**config.mk**
```make
export PLATFORM = sky130hd
export DESIGN_NAME = cdb_arbiter_flat
export DESIGN_NICKNAME = d
export VERILOG_FILES = /design/src/rtl/cdb_arbiter_if.sv /design/src/rtl/cdb_arbiter.sv /design/src/flat_wrapper.sv
export SDC_FILE = /design/constraint.sdc
export NUM_CORES = 1
export LEC_CHECK = 0
export CAP_MARGIN = 20
export CORE_AREA = 2 2 205 207
export DETAILED_ROUTE_END_ITERATION = 10
export DIE_AREA = 0 0 207 209
export PLACE_DENSITY = 0.71
export SLEW_MARGIN = 20
export SYNTH_ARGS = -nofsm -noshare
export SYNTH_HDL_FRONTEND = slang
export SYNTH_SLANG_ARGS = --single-unit
```
**constraint.sdc**
```tcl
create_clock -name clk_i -period 12.5 [get_ports clk_i]
set_clock_uncertainty 0.15 [all_clocks]
set_input_delay 3.125 -clock clk_i [delete_from_list [all_inputs] [get_ports clk_i]]
set_output_delay 3.125 -clock clk_i [all_outputs]
set_load 0.02 [all_outputs]
```
**src/rtl/cdb_arbiter_if.sv**
```systemverilog
// Common-data-bus arbitration bundle: FU result requests in, grants and the
// registered N-slot CDB broadcast out.
interface cdb_arbiter_if #(
    parameter int NUM_REQ = 8,
    parameter int N       = 2,
    parameter int TAG_W   = 6,
    parameter int XLEN    = 32
);
    logic [NUM_REQ-1:0]            req_valid;
    logic [NUM_REQ-1:0][TAG_W-1:0] req_tag;
    logic [NUM_REQ-1:0][XLEN-1:0]  req_value;
    logic [NUM_REQ-1:0]            grant;
    logic [N-1:0]                  cdb_valid;
    logic [N-1:0][TAG_W-1:0]       cdb_tag;
    logic [N-1:0][XLEN-1:0]        cdb_value;

    modport slave (
        input  req_valid, req_tag, req_value,
        output grant, cdb_valid, cdb_tag, cdb_value
    );

    modport master (
        output req_valid, req_tag, req_value,
        input  grant, cdb_valid, cdb_tag, cdb_value
    );
endinterface

```
**src/rtl/cdb_arbiter.sv**
```systemverilog
// CDB arbiter: grants up to N FU results per cycle with rotating priority and
// starvation promotion, then registers the winners onto the broadcast slots.
module cdb_arbiter #(
    parameter int NUM_REQ  = 8,
    parameter int N        = 2,
    parameter int TAG_W    = 6,
    parameter int XLEN     = 32,
    parameter int MAX_WAIT = 3
) (
    input  logic          clk_i,
    input  logic          rst_ni,
    input  logic          squash_i,
    cdb_arbiter_if.slave  bus
);
    localparam int PTR_W  = (NUM_REQ > 1) ? $clog2(NUM_REQ) : 1;
    localparam int WAIT_W = $clog2(MAX_WAIT + 1);
    localparam logic [PTR_W-1:0]  LAST_IDX = PTR_W'(NUM_REQ - 1);
    localparam logic [WAIT_W-1:0] WAIT_SAT = WAIT_W'(MAX_WAIT);

    logic [PTR_W-1:0]               rr_ptr_q, rr_ptr_d;
    logic [NUM_REQ-1:0][WAIT_W-1:0] wait_cnt_q, wait_cnt_d;
    logic [N-1:0]                   cdb_valid_q, cdb_valid_d;
    logic [N-1:0][TAG_W-1:0]        cdb_tag_q, cdb_tag_d;
    logic [N-1:0][XLEN-1:0]         cdb_value_q, cdb_value_d;

    logic [NUM_REQ-1:0]             urgent_s;
    logic [NUM_REQ-1:0]             grant_s;
    logic [N-1:0]                   slot_vld_s;
    logic [N-1:0][PTR_W-1:0]        slot_idx_s;
    logic [PTR_W-1:0]               last_s;

    function automatic logic [PTR_W-1:0] ptr_inc(input logic [PTR_W-1:0] p);
        if (p == LAST_IDX) begin
            return {PTR_W{1'b0}};
        end else begin
            return p + PTR_W'(1);
        end
    endfunction

    // Urgency flags: requesting and already starved for MAX_WAIT cycles.
    always_comb begin
        urgent_s = {NUM_REQ{1'b0}};
        for (int i = 0; i < NUM_REQ; i++) begin
            urgent_s[i] = bus.req_valid[i] && (wait_cnt_q[i] == WAIT_SAT);
        end
    end

    // Two-pass selection: urgent first, then normal; slots fill in selection order.
    always_comb begin : arb_sel
        logic [PTR_W-1:0] idx;
        logic             cand;
        logic             placed;
        grant_s    = {NUM_REQ{1'b0}};
        slot_vld_s = {N{1'b0}};
        slot_idx_s = '0;
        last_s     = rr_ptr_q;
        idx        = rr_ptr_q;
        cand       = 1'b0;
        placed     = 1'b0;
        if (!squash_i) begin
            for (int p = 0; p < 2; p++) begin
                idx = rr_ptr_q;
                for (int k = 0; k < NUM_REQ; k++) begin
                    if (p == 0) begin
                        cand = urgent_s[idx];
                    end else begin
                        cand = bus.req_valid[idx] && !grant_s[idx];
                    end
                    placed = 1'b0;
                    for (int s = 0; s < N; s++) begin
                        if (cand && !placed && !slot_vld_s[s]) begin
                            slot_vld_s[s] = 1'b1;
                            slot_idx_s[s] = idx;
                            placed        = 1'b1;
                        end else begin
                            placed = placed;
                        end
                    end
                    if (placed) begin
                        grant_s[idx] = 1'b1;
                        last_s       = idx;
                    end else begin
                        last_s = last_s;
                    end
                    idx = ptr_inc(idx);
                end
            end
        end else begin
            grant_s = {NUM_REQ{1'b0}};
        end
    end

    // Next-state for pointer, starvation counters and broadcast slots.
    always_comb begin
        rr_ptr_d    = rr_ptr_q;
        wait_cnt_d  = wait_cnt_q;
        cdb_valid_d = slot_vld_s;
        cdb_tag_d   = '0;
        cdb_value_d = '0;
        if (|grant_s) begin
            rr_ptr_d = ptr_inc(last_s);
        end else begin
            rr_ptr_d = rr_ptr_q;
        end
        for (int i = 0; i < NUM_REQ; i++) begin
            if (squash_i || grant_s[i] || !bus.req_valid[i]) begin
                wait_cnt_d[i] = {WAIT_W{1'b0}};
            end else if (wait_cnt_q[i] == WAIT_SAT) begin
                wait_cnt_d[i] = WAIT_SAT;
            end else begin
                wait_cnt_d[i] = wait_cnt_q[i] + WAIT_W'(1);
            end
        end
        // Unused slots broadcast zero tag/value so stale data never leaks.
        for (int s = 0; s < N; s++) begin
            if (slot_vld_s[s]) begin
                cdb_tag_d[s]   = bus.req_tag[slot_idx_s[s]];
                cdb_value_d[s] = bus.req_value[slot_idx_s[s]];
            end else begin
                cdb_tag_d[s]   = {TAG_W{1'b0}};
                cdb_value_d[s] = {XLEN{1'b0}};
            end
        end
    end

    // State and broadcast registers.
    always_ff @(posedge clk_i or negedge rst_ni) begin
        if (!rst_ni) begin
            rr_ptr_q    <= {PTR_W{1'b0}};
            wait_cnt_q  <= '0;
            cdb_valid_q <= {N{1'b0}};
            cdb_tag_q   <= '0;
            cdb_value_q <= '0;
        end else begin
            rr_ptr_q    <= rr_ptr_d;
            wait_cnt_q  <= wait_cnt_d;
            cdb_valid_q <= cdb_valid_d;
            cdb_tag_q   <= cdb_tag_d;
            cdb_value_q <= cdb_value_d;
        end
    end

    assign bus.grant     = grant_s;
    assign bus.cdb_valid = cdb_valid_q;
    assign bus.cdb_tag   = cdb_tag_q;
    assign bus.cdb_value = cdb_value_q;

endmodule

```
**src/flat_wrapper.sv**
```systemverilog
// flat-port wrapper written by rule: the top's interface ports become plain ports
module cdb_arbiter_flat 
#(
    parameter int NUM_REQ  = 8,
    parameter int N        = 2,
    parameter int TAG_W    = 6,
    parameter int XLEN     = 32,
    parameter int MAX_WAIT = 3
)
  (clk_i, rst_ni, squash_i, bus_req_valid, bus_req_tag, bus_req_value, bus_grant, bus_cdb_valid, bus_cdb_tag, bus_cdb_value);
  cdb_arbiter_if #(.NUM_REQ(NUM_REQ), .N(N), .TAG_W(TAG_W), .XLEN(XLEN)) bus_i ();
  input  logic clk_i;
  input  logic rst_ni;
  input  logic squash_i;
  input wire logic [$bits(bus_i.req_valid)-1:0] bus_req_valid;
  input wire logic [$bits(bus_i.req_tag)-1:0] bus_req_tag;
  input wire logic [$bits(bus_i.req_value)-1:0] bus_req_value;
  output wire logic [$bits(bus_i.grant)-1:0] bus_grant;
  output wire logic [$bits(bus_i.cdb_valid)-1:0] bus_cdb_valid;
  output wire logic [$bits(bus_i.cdb_tag)-1:0] bus_cdb_tag;
  output wire logic [$bits(bus_i.cdb_value)-1:0] bus_cdb_value;
  assign bus_i.req_valid = bus_req_valid;
  assign bus_i.req_tag = bus_req_tag;
  assign bus_i.req_value = bus_req_value;
  assign bus_grant = bus_i.grant;
  assign bus_cdb_valid = bus_i.cdb_valid;
  assign bus_cdb_tag = bus_i.cdb_tag;
  assign bus_cdb_value = bus_i.cdb_value;
  cdb_arbiter #(.NUM_REQ(NUM_REQ), .N(N), .TAG_W(TAG_W), .XLEN(XLEN), .MAX_WAIT(MAX_WAIT)) u_core (.clk_i(clk_i), .rst_ni(rst_ni), .squash_i(squash_i), .bus(bus_i));
endmodule
```
Yosys cells after proc, flatten, opt, wreduce, memory -nomap -nowiden
Cells that the tools add are included.
Operators by class
  add/sub/neg operators: 16
  order comparisons: 18
  equal/unequal tests: 16
  muxes and demuxes: 329
  bitwise gates (word level): 15
  reduce and logical (&&, ||, !) cells: 148
Operator list (count)
  2-to-1 mux 8 bit: 32
  binary-select mux 32 bit (select 3 bit): 2
  2-to-1 mux 3 bit: 63
  2-to-1 mux 1 bit: 172
  2-to-1 mux 32 bit: 4
  OR 8 bit: 15
  binary-select mux 1 bit (select 3 bit): 24
  logical AND 1 bit: 70
  logical NOT 1 bit: 61
  less-than comparator 3 x 4 -> 1 bit, second input constant: 10
  binary-select mux 6 bit (select 3 bit): 2
  2-to-1 mux 2 bit: 17
  2-to-1 mux 6 bit: 5
  adder 3 x 1 -> 3 bit, second input constant: 8
  demux 1 bit (select 3 bit): 8
  == test 3 bit, second input constant: 8
  greater-or-equal comparator 3 x 1 -> 1 bit, second input constant: 8
  adder 2 x 1 -> 2 bit, second input constant: 8
  == test 2 bit, second input constant: 8
  logical OR 1 bit: 16
  OR reduction 8 bit: 1
Word-level totals
  register bits: 97
  bits of input ports: 315
  output and inout bits: 86
  logic and storage cells: 556

Logic depth before layout (Yosys ltp)
  depth in word-level cells: 165
  gate-level depth with buffers: 31
  mapped depth without buffers: 23

Least setup slack after synthesis
OpenSTA, ideal clock, no wires.
  path type: input -> output
  start: in bus_req_valid[5]
  end: out bus_grant[0]
  arrival: 7849 ps
  required time: 9225 ps
  setup slack: 1376 ps
  stages on the path: 22
  buffers on the path: 4
  cells stage by stage: nand3_1 -> a22oi_1 -> o2111ai_1 -> o211ai_1 -> buf_4 -> nor3_4 -> buf_2 -> and3_1 -> o31a_1 -> a211oi_1 -> a211oi_1 -> or3_1 -> or4_1 -> buf_2 -> maj3_1 -> nand2_1 -> clkbuf_1 -> nor2_1 -> o21ai_0 -> a21oi_1 -> a311o_1 -> and2_1
On the way
  longest elaborated chain between the ends: 161
  elaborated cells between the ends (all ways): 341
  classes of those cells: 218 x mux; 15 x bitwise; 108 x reduce/logical
Ends and longest elaborated chain
  from (decl): RTL line flat_wrapper.sv:15  | input wire logic [$bits(bus_i.req_valid)-1:0] bus_req_valid;
  logical AND 1 bit: RTL line cdb_arbiter.sv:44  | urgent_s[i] = bus.req_valid[i] && (wait_cnt_q[i] == WAIT_SAT);
  binary-select mux 1 bit (select 3 bit): RTL line cdb_arbiter.sv:65  | cand = urgent_s[idx];
  2-to-1 mux 1 bit (not written as such): RTL line cdb_arbiter.sv:65
  2-to-1 mux 1 bit: RTL line cdb_arbiter.sv:60  | if (!squash_i) begin
  2-to-1 mux 1 bit: RTL line cdb_arbiter.sv:71  | if (cand && !placed && !slot_vld_s[s]) begin
  2-to-1 mux 1 bit: RTL line cdb_arbiter.sv:60
  logical NOT 1 bit: RTL line cdb_arbiter.sv:71
  logical AND 1 bit: RTL line cdb_arbiter.sv:71
  (+144 left out)
  2-to-1 mux 1 bit: RTL line cdb_arbiter.sv:71
  2-to-1 mux 1 bit: RTL line cdb_arbiter.sv:60
  logical NOT 1 bit: RTL line cdb_arbiter.sv:71
  logical AND 1 bit (2 in a row): RTL line cdb_arbiter.sv:71
  2-to-1 mux 1 bit: RTL line cdb_arbiter.sv:71
  2-to-1 mux 1 bit: RTL line cdb_arbiter.sv:60
  2-to-1 mux 8 bit *: RTL line cdb_arbiter.sv:79  | if (placed) begin
  2-to-1 mux 8 bit *: RTL line cdb_arbiter.sv:60
  to (decl): RTL line flat_wrapper.sv:18  | output wire logic [$bits(bus_i.grant)-1:0] bus_grant;
Mark *: on every way between the ends. The rest lies on a longest branch, timed or not. The select of a mux whose other input is x is not followed.

Worst setup path in the final report
  start: in bus_req_valid[2]
  end: out bus_grant[3]
The elaborated chain is that of the path after synthesis.

==> impl_metrics.ini <==
[outcome]
outcome = finished clean

[routing]
drt_first_pass_iters = 5
met3WireLength_um = 9260
drt_iter0_markers = 2564
drt_wl_total_um = 89300
vias = 19200
routed-wl-met2_um = 38800
avgViaCountPerCell = 6.49
drcViolationCount = 0
drt-met1-wl_um = 35600
wl_per_cell_um = 30.2
postRouteAntennaNets = 0
routed.top_layer = met5

[worst_hold_path]
holdPathStages = 1
min_from = u_core.wait_cnt_q[14]$_DFF_PN0_
min_to = u_core.wait_cnt_q[14]$_DFF_PN0_
hp-class = flop to flop

[sta]
finalSetupViolCount = 0
drv_slew = 0
worstMarginPinSlew_ps = 1090
hold_viol = 0
post-route-min-period_ps = 12290
fin_crit_sh = 0.983
rsz0062_at_grt = yes
fmax_mhz = 81.4
holdWs_ps = 402
slew_headroom = 0.268

[synth]
ys_top_cells_by_area = mux2i_1 (22%), dfrtp_1 (17%), nand2_1 (4.5%)
synth_top_area_frac = 0.220
synth_seq_area_share = 0.170
syn_inst = 1791
synth_ff_type = dfrtp_1
ys_warn_count = 0
synthTopCellsByCount = mux2i_1 (314), nand2_1 (171), nor2_1 (140)
avgSynthCellArea_um2 = 7.97
synthMostInstantiatedCell = mux2i_1
synth_edf_count = 0
async_flop_share = 1.00
netlist_area_um2 = 14300
synth_top_area_cell = mux2i_1
synth_cell_type_count = 107
ys_ff_latch = 97
synth_nets = 2114

[die]
fp.dieW_um = 207
die_h_um = 209
core_um2 = 41300
start_util = 0.346
num_rows = 75
die_area_um2 = 43300
io_pins = 401

[worst_setup_path]
worstPathArrival_ps = 9010
critPathSlowestCell = clkdlybuf4s50_1
cp_num_buf_inv = 8
crit_family = compound AO/OA/AOI/OAI gates
path_class = primary input to output pin
end_kind = output pin
cp_max_fo = 11
critPathMostFrequentCell = buf_4
reg2reg_slack_ps = 4000
rr_worst_depth = 21
timing.rr.end = u_core.bus.cdb_value[46]$_DFF_PN0_
r2r_start = u_core.rr_ptr_q[2]$_DFFE_PN0P_
slowest_delay_ps = 480
crit_path_start_kind = primary input
required_ps = 9220

[grt]
antenna_found_initial = 16
grt-ovfl-total = 0
grt_pass1_wl_um = 127000
grtUsageTotal = 0.393
grt_max_degree = 74
grt_pass1_vias = 18300

[placed_design]
gp_congestion = 1.04
port_buffers = 400
dpl.hpwl_um = 70200

[clocking]
hold_buffers = 0
worstSkewPairLatency_ps = 390
htree_num_levels = 3
cts_made_buffers = 9
clockBufferDepth = 2
cts.sinks = 97
root_buffer = clkbuf_16
clk_transition_reported_paths_ps = 60
cts_tree = done

[layout]
fin_nets = 2721
syn_to_final_growth_pct = 51.6
drive_gt1_frac = 0.206

[run]
drv_cap = 0
## registers in the layout, indices dropped and copies added, names as in the netlist
signal and cells:
u_core.bus.cdb_valid 2, u_core.wait_cnt_q 16, u_core.bus.cdb_tag 12, u_core.rr_ptr_q 3
u_core.bus.cdb_value 64
## per-stage QoR
stage               instances  area, um2   util  worst slack, ps  setup TNS [ps]
finish                   2954      21600  0.524              213               0
global route             2953      21600  0.524            -24.1           -24.1
CTS                      2937      21300  0.516             58.0               0
detailed placement       2916      20900  0.505             -611           -3260
global placement         2916      20900  0.505             -607           -3390
floorplan                1791      14300      -             1380               0
## placed cells by master (no fill, tap or decap), drive strengths merged, types with 13 or more instances in the layout
cell | Yosys | routed
a211o | 13 | 13
a211oi | 25 | 25
a21oi | 102 | 102
a221o | 44 | 44
a22o | 41 | 41
a22oi | 13 | 13
a31oi | 28 | 28
a32o | 38 | 38
and2 | 14 | 14
and3 | 21 | 21
buf | 78 | 355
clkdlybuf4s50 | 0 | 389
dfrtp | 97 | 97
inv | 15 | 16
mux2i | 314 | 314
nand2 | 172 | 172
nand3 | 65 | 65
nand4 | 13 | 13
nor2 | 142 | 142
nor2b | 14 | 14
nor3 | 38 | 38
nor3b | 40 | 40
nor4 | 16 | 16
o211ai | 31 | 31
o21a | 16 | 16
o21ai | 86 | 86
o22ai | 27 | 27
## worst max-delay path by stage
stage | slack (ps) | from | end | cells past startpoint
final | 210 | bus_req_valid[2] | bus_grant[3] | 26
after global routing | -20 | bus_req_valid[2] | bus_grant[3] | 26
after CTS | 60 | bus_req_valid[0] | bus_grant[6] | 23
after detailed placement | -610 | bus_req_valid[0] | bus_grant[2] | 24
after global placement | -610 | bus_req_valid[0] | bus_grant[2] | 24
after floorplan | 1380 | bus_req_valid[5] | bus_grant[0] | 22
## cell families after synthesis
group,after synthesis,share of synthesized area
AOI/OAI and AO/OA,605,0.324
and+or+nand+nor,574,0.200
muxes,318,0.226
buffers and inverters,173,0.0599
DFF,97,0.170
xor gates and xnor gates,12,0.0108
adders and majority gates,12,0.00982
## layout make-up
class	instances	area, um2
Fill cell	3937	19700
Inverter	16	60.1
Timing Repair Buffer	753	6710
Clock buffer	10	229
Tap cell	539	674
Clock inverter	6	42.5
Sequential cell	97	2430
Multi-Input combinational cell	1521	11500
Antenna cell	12	30.0
## layer usage
| metal | GRT usage | vias to the layer above |
|---|---|---|
| met5 | 0 | - |
| met4 | 0.208 | 6 |
| met3 | 0.0930 | 275 |
| met2 | 0.601 | 1249 |
| met1 | 0.513 | 9389 |
| li1 | - | 8265 |
## what timing repair did
| item | 4_1_cts | 5_1_grt |
|---|---|---|
| pin swaps | 4 | 9 |
| gates resized for setup | 36 | 48 |
| endpoints found under the setup margin | 8 | 8 |
| setup buffers | 5 | 5 |
Power is not shown: default switching activity piles up to over one toggle a cycle in this logic, so the estimate is an artifact.
